--- src/rtl/axi_addr_guard.sv ---
// axi_addr_guard: AXI4 address-window guard in front of a device slave port.
// In-window requests pass straight through to the downstream port with no
// added latency. Out-of-window requests are absorbed locally and answered
// with DECERR, so the device never sees them and the bus never hangs.
// At most one transaction is outstanding per direction.
//
// Ports:
//   aclk, areset      clock, asynchronous active-high reset
//   slv_aw_*/slv_w_*/slv_b_*/slv_ar_*/slv_r_*   upstream AXI4 slave side
//   mst_aw_*/mst_w_*/mst_b_*/mst_ar_*/mst_r_*   downstream AXI4 master side
//   err_cnt           saturating count of terminated transactions
//   err_addr          address of the most recent terminated transaction
//   err_pulse         one-cycle pulse after each out-of-window AW/AR handshake
module axi_addr_guard #(
  parameter logic [31:0] ADDR_BASE = 32'h1c00_0000,
  parameter logic [31:0] ADDR_MASK = 32'hff00_0000,
  parameter int unsigned CNT_W     = 16,
  localparam int unsigned ID_W     = 4,
  localparam int unsigned ADDR_W   = 32,
  localparam int unsigned DATA_W   = 32,
  localparam int unsigned STRB_W   = DATA_W / 8,
  localparam int unsigned USER_W   = 1
) (
  input  logic              aclk,
  input  logic              areset,
  // upstream AW
  input  logic [ID_W-1:0]   slv_aw_id,
  input  logic [ADDR_W-1:0] slv_aw_addr,
  input  logic [7:0]        slv_aw_len,
  input  logic [2:0]        slv_aw_size,
  input  logic [1:0]        slv_aw_burst,
  input  logic              slv_aw_lock,
  input  logic [3:0]        slv_aw_cache,
  input  logic [2:0]        slv_aw_prot,
  input  logic [3:0]        slv_aw_qos,
  input  logic [3:0]        slv_aw_region,
  input  logic [USER_W-1:0] slv_aw_user,
  input  logic              slv_aw_valid,
  output logic              slv_aw_ready,
  // upstream W
  input  logic [DATA_W-1:0] slv_w_data,
  input  logic [STRB_W-1:0] slv_w_strb,
  input  logic              slv_w_last,
  input  logic [USER_W-1:0] slv_w_user,
  input  logic              slv_w_valid,
  output logic              slv_w_ready,
  // upstream B
  output logic [ID_W-1:0]   slv_b_id,
  output logic [1:0]        slv_b_resp,
  output logic [USER_W-1:0] slv_b_user,
  output logic              slv_b_valid,
  input  logic              slv_b_ready,
  // upstream AR
  input  logic [ID_W-1:0]   slv_ar_id,
  input  logic [ADDR_W-1:0] slv_ar_addr,
  input  logic [7:0]        slv_ar_len,
  input  logic [2:0]        slv_ar_size,
  input  logic [1:0]        slv_ar_burst,
  input  logic              slv_ar_lock,
  input  logic [3:0]        slv_ar_cache,
  input  logic [2:0]        slv_ar_prot,
  input  logic [3:0]        slv_ar_qos,
  input  logic [3:0]        slv_ar_region,
  input  logic [USER_W-1:0] slv_ar_user,
  input  logic              slv_ar_valid,
  output logic              slv_ar_ready,
  // upstream R
  output logic [ID_W-1:0]   slv_r_id,
  output logic [DATA_W-1:0] slv_r_data,
  output logic [1:0]        slv_r_resp,
  output logic              slv_r_last,
  output logic [USER_W-1:0] slv_r_user,
  output logic              slv_r_valid,
  input  logic              slv_r_ready,
  // downstream AW
  output logic [ID_W-1:0]   mst_aw_id,
  output logic [ADDR_W-1:0] mst_aw_addr,
  output logic [7:0]        mst_aw_len,
  output logic [2:0]        mst_aw_size,
  output logic [1:0]        mst_aw_burst,
  output logic              mst_aw_lock,
  output logic [3:0]        mst_aw_cache,
  output logic [2:0]        mst_aw_prot,
  output logic [3:0]        mst_aw_qos,
  output logic [3:0]        mst_aw_region,
  output logic [USER_W-1:0] mst_aw_user,
  output logic              mst_aw_valid,
  input  logic              mst_aw_ready,
  // downstream W
  output logic [DATA_W-1:0] mst_w_data,
  output logic [STRB_W-1:0] mst_w_strb,
  output logic              mst_w_last,
  output logic [USER_W-1:0] mst_w_user,
  output logic              mst_w_valid,
  input  logic              mst_w_ready,
  // downstream B
  input  logic [ID_W-1:0]   mst_b_id,
  input  logic [1:0]        mst_b_resp,
  input  logic [USER_W-1:0] mst_b_user,
  input  logic              mst_b_valid,
  output logic              mst_b_ready,
  // downstream AR
  output logic [ID_W-1:0]   mst_ar_id,
  output logic [ADDR_W-1:0] mst_ar_addr,
  output logic [7:0]        mst_ar_len,
  output logic [2:0]        mst_ar_size,
  output logic [1:0]        mst_ar_burst,
  output logic              mst_ar_lock,
  output logic [3:0]        mst_ar_cache,
  output logic [2:0]        mst_ar_prot,
  output logic [3:0]        mst_ar_qos,
  output logic [3:0]        mst_ar_region,
  output logic [USER_W-1:0] mst_ar_user,
  output logic              mst_ar_valid,
  input  logic              mst_ar_ready,
  // downstream R
  input  logic [ID_W-1:0]   mst_r_id,
  input  logic [DATA_W-1:0] mst_r_data,
  input  logic [1:0]        mst_r_resp,
  input  logic              mst_r_last,
  input  logic [USER_W-1:0] mst_r_user,
  input  logic              mst_r_valid,
  output logic              mst_r_ready,
  // status
  output logic [CNT_W-1:0]  err_cnt,
  output logic [ADDR_W-1:0] err_addr,
  output logic              err_pulse
);

  localparam int unsigned SUM_W = CNT_W + 1;
  localparam logic [1:0]  RESP_DECERR = 2'b11;

  typedef enum logic [2:0] {W_IDLE, W_PASS, W_PASS_B, W_ERR, W_ERR_B} w_state_e;
  typedef enum logic [1:0] {R_IDLE, R_PASS, R_ERR} r_state_e;

  w_state_e w_state_q, w_state_d;
  r_state_e r_state_q, r_state_d;

  logic [ID_W-1:0] b_id_q;
  logic [ID_W-1:0] r_id_q;
  logic [7:0]      r_beat_q;
  logic            aw_in_range, ar_in_range;
  logic            aw_err_hs, ar_err_hs;
  logic            r_beat_dec;
  logic [SUM_W-1:0] cnt_sum;

  assign aw_in_range = (slv_aw_addr & ADDR_MASK) == ADDR_BASE;
  assign ar_in_range = (slv_ar_addr & ADDR_MASK) == ADDR_BASE;

  // Request payloads always flow downstream; only the valids are gated.
  assign mst_aw_id     = slv_aw_id;
  assign mst_aw_addr   = slv_aw_addr;
  assign mst_aw_len    = slv_aw_len;
  assign mst_aw_size   = slv_aw_size;
  assign mst_aw_burst  = slv_aw_burst;
  assign mst_aw_lock   = slv_aw_lock;
  assign mst_aw_cache  = slv_aw_cache;
  assign mst_aw_prot   = slv_aw_prot;
  assign mst_aw_qos    = slv_aw_qos;
  assign mst_aw_region = slv_aw_region;
  assign mst_aw_user   = slv_aw_user;
  assign mst_w_data    = slv_w_data;
  assign mst_w_strb    = slv_w_strb;
  assign mst_w_last    = slv_w_last;
  assign mst_w_user    = slv_w_user;
  assign mst_ar_id     = slv_ar_id;
  assign mst_ar_addr   = slv_ar_addr;
  assign mst_ar_len    = slv_ar_len;
  assign mst_ar_size   = slv_ar_size;
  assign mst_ar_burst  = slv_ar_burst;
  assign mst_ar_lock   = slv_ar_lock;
  assign mst_ar_cache  = slv_ar_cache;
  assign mst_ar_prot   = slv_ar_prot;
  assign mst_ar_qos    = slv_ar_qos;
  assign mst_ar_region = slv_ar_region;
  assign mst_ar_user   = slv_ar_user;

  // Write FSM state register.
  always_ff @(posedge aclk or posedge areset) begin
    if (areset) w_state_q <= W_IDLE;
    else        w_state_q <= w_state_d;
  end

  // Write FSM next state and handshake steering.
  always_comb begin
    w_state_d    = w_state_q;
    slv_aw_ready = 1'b0;
    mst_aw_valid = 1'b0;
    slv_w_ready  = 1'b0;
    mst_w_valid  = 1'b0;
    slv_b_valid  = 1'b0;
    mst_b_ready  = 1'b0;
    slv_b_id     = mst_b_id;
    slv_b_resp   = mst_b_resp;
    slv_b_user   = mst_b_user;
    aw_err_hs    = 1'b0;
    case (w_state_q)
      W_IDLE: begin
        if (aw_in_range) begin
          mst_aw_valid = slv_aw_valid;
          slv_aw_ready = mst_aw_ready;
          if (slv_aw_valid && mst_aw_ready) w_state_d = W_PASS;
        end else begin
          // Local accept is held off during reset so no ready leaks out.
          slv_aw_ready = !areset;
          if (slv_aw_valid && !areset) begin
            aw_err_hs = 1'b1;
            w_state_d = W_ERR;
          end
        end
      end
      W_PASS: begin
        mst_w_valid = slv_w_valid;
        slv_w_ready = mst_w_ready;
        if (slv_w_valid && mst_w_ready && slv_w_last) w_state_d = W_PASS_B;
      end
      W_PASS_B: begin
        slv_b_valid = mst_b_valid;
        mst_b_ready = slv_b_ready;
        if (mst_b_valid && slv_b_ready) w_state_d = W_IDLE;
      end
      W_ERR: begin
        slv_w_ready = 1'b1;
        if (slv_w_valid && slv_w_last) w_state_d = W_ERR_B;
      end
      W_ERR_B: begin
        slv_b_valid = 1'b1;
        slv_b_id    = b_id_q;
        slv_b_resp  = RESP_DECERR;
        slv_b_user  = '0;
        if (slv_b_ready) w_state_d = W_IDLE;
      end
      default: w_state_d = W_IDLE;
    endcase
  end

  // Read FSM state register.
  always_ff @(posedge aclk or posedge areset) begin
    if (areset) r_state_q <= R_IDLE;
    else        r_state_q <= r_state_d;
  end

  // Read FSM next state and handshake steering.
  always_comb begin
    r_state_d    = r_state_q;
    slv_ar_ready = 1'b0;
    mst_ar_valid = 1'b0;
    slv_r_valid  = 1'b0;
    mst_r_ready  = 1'b0;
    slv_r_id     = mst_r_id;
    slv_r_data   = mst_r_data;
    slv_r_resp   = mst_r_resp;
    slv_r_last   = mst_r_last;
    slv_r_user   = mst_r_user;
    ar_err_hs    = 1'b0;
    r_beat_dec   = 1'b0;
    case (r_state_q)
      R_IDLE: begin
        if (ar_in_range) begin
          mst_ar_valid = slv_ar_valid;
          slv_ar_ready = mst_ar_ready;
          if (slv_ar_valid && mst_ar_ready) r_state_d = R_PASS;
        end else begin
          slv_ar_ready = !areset;
          if (slv_ar_valid && !areset) begin
            ar_err_hs = 1'b1;
            r_state_d = R_ERR;
          end
        end
      end
      R_PASS: begin
        slv_r_valid = mst_r_valid;
        mst_r_ready = slv_r_ready;
        if (mst_r_valid && slv_r_ready && mst_r_last) r_state_d = R_IDLE;
      end
      R_ERR: begin
        slv_r_valid = 1'b1;
        slv_r_id    = r_id_q;
        slv_r_data  = '0;
        slv_r_resp  = RESP_DECERR;
        slv_r_last  = (r_beat_q == 8'd0);
        slv_r_user  = '0;
        if (slv_r_ready) begin
          r_beat_dec = 1'b1;
          if (r_beat_q == 8'd0) r_state_d = R_IDLE;
        end
      end
      default: r_state_d = R_IDLE;
    endcase
  end

  // Error-response context: B id, R id and remaining R beats.
  always_ff @(posedge aclk or posedge areset) begin
    if (areset) begin
      b_id_q   <= '0;
      r_id_q   <= '0;
      r_beat_q <= '0;
    end else begin
      if (aw_err_hs) b_id_q <= slv_aw_id;
      if (ar_err_hs) begin
        r_id_q   <= slv_ar_id;
        r_beat_q <= slv_ar_len;
      end else if (r_beat_dec && r_beat_q != 8'd0) begin
        r_beat_q <= r_beat_q - 8'd1;
      end
    end
  end

  // One extra bit catches the carry so the count can clamp at all-ones.
  assign cnt_sum = {1'b0, err_cnt} + SUM_W'(aw_err_hs) + SUM_W'(ar_err_hs);

  // Error statistics; the AR address wins when both channels fault together.
  always_ff @(posedge aclk or posedge areset) begin
    if (areset) begin
      err_cnt   <= '0;
      err_addr  <= '0;
      err_pulse <= 1'b0;
    end else begin
      err_pulse <= aw_err_hs | ar_err_hs;
      err_cnt   <= cnt_sum[CNT_W] ? {CNT_W{1'b1}} : cnt_sum[CNT_W-1:0];
      if (ar_err_hs)      err_addr <= slv_ar_addr;
      else if (aw_err_hs) err_addr <= slv_aw_addr;
    end
  end

endmodule

--- config.mk ---
export PLATFORM = sky130hd
export DESIGN_NAME = axi_addr_guard
export DESIGN_NICKNAME = d
export VERILOG_FILES = /design/src/rtl/axi_addr_guard.sv
export SDC_FILE = /design/constraint.sdc
export NUM_CORES = 1
export LEC_CHECK = 0
export ABC_CLOCK_PERIOD_IN_PS = 4500
export CAP_MARGIN = 10
export CORE_AREA = 3 3 194 196
export CTS_CLUSTER_SIZE = 20
export DETAILED_ROUTE_END_ITERATION = 7
export DIE_AREA = 0 0 197 199
export PLACE_DENSITY = 0.43
export SLEW_MARGIN = 15
export SYNTH_ARGS = -nofsm -noshare
export SYNTH_HDL_FRONTEND = slang
export SYNTH_SLANG_ARGS = --single-unit
--- constraint.sdc ---
create_clock -name aclk -period 4.5 [get_ports aclk]
set_clock_uncertainty 0.15 [all_clocks]
set_input_delay 0.675 -clock aclk [delete_from_list [all_inputs] [get_ports aclk]]
set_output_delay 0.675 -clock aclk [all_outputs]
set_load 0.05 [all_outputs]
==> results.py, run 1 <==
metrics = {
    "outcome": {
        "status": "finished clean",
    },
    "drt": {
        "antenna_left": 0,
        "post_drt_wl_per_cell_um": 16.8,
        "drtIter0Drc": 121,
        "firstDrtPassIters": 4,
        "viasPerCell": 3.67,
        "vias": 4442,
        "post-route-drc-count": 0,
        "finalWirelength_um": 20400,
    },
    "finish": {
        "final_nets": 974,
        "fillers": 3991,
        "antenna_cells": 0,
        "syn2layout_area_growth_pct": 53.7,
        "drive_gt1_share_pct": 7.13,
        "finalInstanceArea_um2": 8120,
    },
    "placed_design": {
        "dp_hpwl_um": 16100,
        "place_ws_ps": 489,
        "port_buffers": 326,
        "placed_area_um2": 7820,
        "gp_congestion": 0.741,
    },
    "sta": {
        "finalSetupTns_ps": 0,
        "slew_viol_final": 0,
        "min_period_over_period_pct": 87.9,
        "slew_headroom_pct": 51.4,
        "setup_viol": 0,
        "setup_slack_ps": 543,
        "tightest_slew_ps": 719,
        "finalHoldViolCount": 0,
        "clock.fmax_mhz": 253,
        "fin_crit_ps": 3960,
        "rsz0062_at_grt": "no",
    },
    "worst_setup_path": {
        "path_buf_inv": 2,
        "rrSetupSlack_ps": 1210,
        "max_stage_delay_ps": 830,
        "arrival_ps": 3130,
        "cp.required_ps": 3670,
        "cp-startpoint": "slv_ar_addr[26]",
        "r2r_end": "err_cnt[0]$_DFF_PP0_",
        "cp_slowest_cell": "clkdlybuf4s50_1",
        "cp.depth": 5,
        "cp-end-kind": "primary output",
        "cp_common_cell": "clkdlybuf4s50_1",
        "cp_top_family": "buffers and inverters",
        "rr_startpoint": "w_state_q[0]$_DFFE_PP0P_",
        "cp-start-kind": "primary input",
        "endpoint": "mst_ar_valid",
        "reg2reg_depth": 9,
        "worstSetupPathType": "primary input to primary output",
        "crit_chain": "clkdlybuf4s50_1, nor4bb_1, nand3_1, nor2_1, clkdlybuf4s50_1",
        "path_max_fanout": 4,
    },
    "die": {
        "ios": 505,
        "die_h_um": 199,
        "rows": 70,
        "dieArea_um2": 39200,
        "start_util_pct": 14.6,
        "core_um2": 36300,
        "die_width_um": 197,
    },
    "synthesis": {
        "ys_seq_elements": 70,
        "syn_nets": 821,
        "synth_area_per_cell_um2": 9.04,
        "syn-cell-area_um2": 5290,
        "yosys_warnings": 0,
        "synth-main-ff-cell": "dfrtp_1",
        "syn_inst": 585,
        "synth_edf_count": 0,
        "yosysUniqueCellTypes": 52,
        "synthArstFlopShare_pct": 100,
        "ys_seq_area_share_pct": 33.1,
    },
    "clock_network": {
        "cts_setup_buffers": 0,
        "cts_tree": "done",
        "clkSinkCount": 70,
        "root_buffer": "clkbuf_16",
        "htree_levels": 3,
        "ctsHoldBuffers": 0,
        "numCtsBuffers": 9,
        "cts.clk_slew.worst_paths_ps": 60,
        "clock_path_buffers": 2,
        "cts_resized": 0,
        "clk-insertion-delay-late_ps": 350,
    },
    "pwr": {
        "p_per_area_nw_per_um2": 586,
        "p_leak_uw": 0.00310,
        "ir_drop_v": 0.000171,
    },
    "global_routing": {
        "overflow": 0,
        "antenna_found_initial": 0,
        "grt_max_degree": 48,
        "grt_usage_pct": 9.96,
        "grt_pass1_vias": 4616,
        "grt_pass1_wl_um": 29400,
    },
    "min_path": {
        "hold_class": "register to register",
    },
    "job": {
        "maxCapViolCount": 0,
    },
}
## worst min-delay path by stage
stage	start	endpoint	slack [ps]	cells after the start
CTS	b_id_q[1]$_DFFE_PP0P_	b_id_q[1]$_DFFE_PP0P_	340	1
floorplan	b_id_q[0]$_DFFE_PP0P_	b_id_q[0]$_DFFE_PP0P_	300	1
global route	b_id_q[0]$_DFFE_PP0P_	b_id_q[0]$_DFFE_PP0P_	350	1
finish	b_id_q[0]$_DFFE_PP0P_	b_id_q[0]$_DFFE_PP0P_	330	1
detailed placement	b_id_q[1]$_DFFE_PP0P_	b_id_q[1]$_DFFE_PP0P_	330	1
global placement	b_id_q[1]$_DFFE_PP0P_	b_id_q[1]$_DFFE_PP0P_	320	1
## synth_stat cells, types with 10 or more instances
master,n,area (um2)
a21oi_1,37,185
buf_4,170,1280
clkbuf_1,11,41.3
dfrtp_1,70,1750
inv_1,11,41.3
mux2_2,14,158
mux2i_1,30,300
nand2_1,28,105
nand2b_1,10,62.6
nand3_1,11,55.1
nor2_1,48,180
nor2b_1,38,238
xor2_1,14,123
## layout make-up
type / count / area (um2) / share of cell area (%)
Clock buffer: 9 / 225 / 2.77
Clock inverter: 7 / 80.1 / 0.986
Inverter: 11 / 42.5 / 0.524
Sequential cell: 70 / 1750 / 21.6
Tap cell: 468 / 586 / 7.21
Multi-Input combinational cell: 311 / 2110 / 26.0
Timing Repair Buffer: 335 / 3330 / 41.0
## placed cells by master (no fill, tap or decap), types with 11 or more instances in the layout
master,instances
clkdlybuf4s50_1,325
dfrtp_1,70
nor2_1,48
nor2b_1,38
a21oi_1,37
mux2i_1,30
nand2_1,28
mux2_2,14
xor2_1,14
nand3_1,11
## per-layer routing
metal / vias up / GRT usage [%] / wire, um
met5: - / 0 / 0
met4: 0 / 2.96 / 311
met3: 24 / 3.83 / 1750
met2: 224 / 16.8 / 10000
met1: 2097 / 11.8 / 8270
li1: 2097 / - / -
## flip-flops by register name, indices dropped and copies added, names as in the netlist
signal,count
b_id_q,4
err_addr,32
err_cnt,16
err_pulse,1
r_beat_q,8
r_id_q,4
r_state_q,2
w_state_q,3
## metrics by stage
step	instances	power, uW	hold WS [ps]	util (%)
after floorplan	585	3220	302	-
final	1211	4760	334	22.4
after CTS	1211	4860	344	22.4
after detailed placement	1195	4040	326	21.6
after global routing	1211	5050	354	22.4
after global placement	1195	4040	316	21.6
## logic make-up after synthesis
group           share of synthesized area [%]
compound gates                           8.05
xor+xnor                                 2.82
fa+ha+maj                                1.80
buf+inv                                  27.2
flops                                    33.1
mux                                      9.94
simple gates                             17.1
## where the power goes
group	switching [uW]	internal (uW)	total [uW]
clock	333	436	769
combinational	1880	1030	2910
sequential	190	889	1080
total	2400	2360	4760
Note: power is estimated with default switching activity, not from simulation.
==> run 2: changes to the inputs <==
- SLEW_MARGIN: 15 -> default
==> results of run 2 <==
Same layout as run 1: the final DEF is identical, and so are final timing and power.
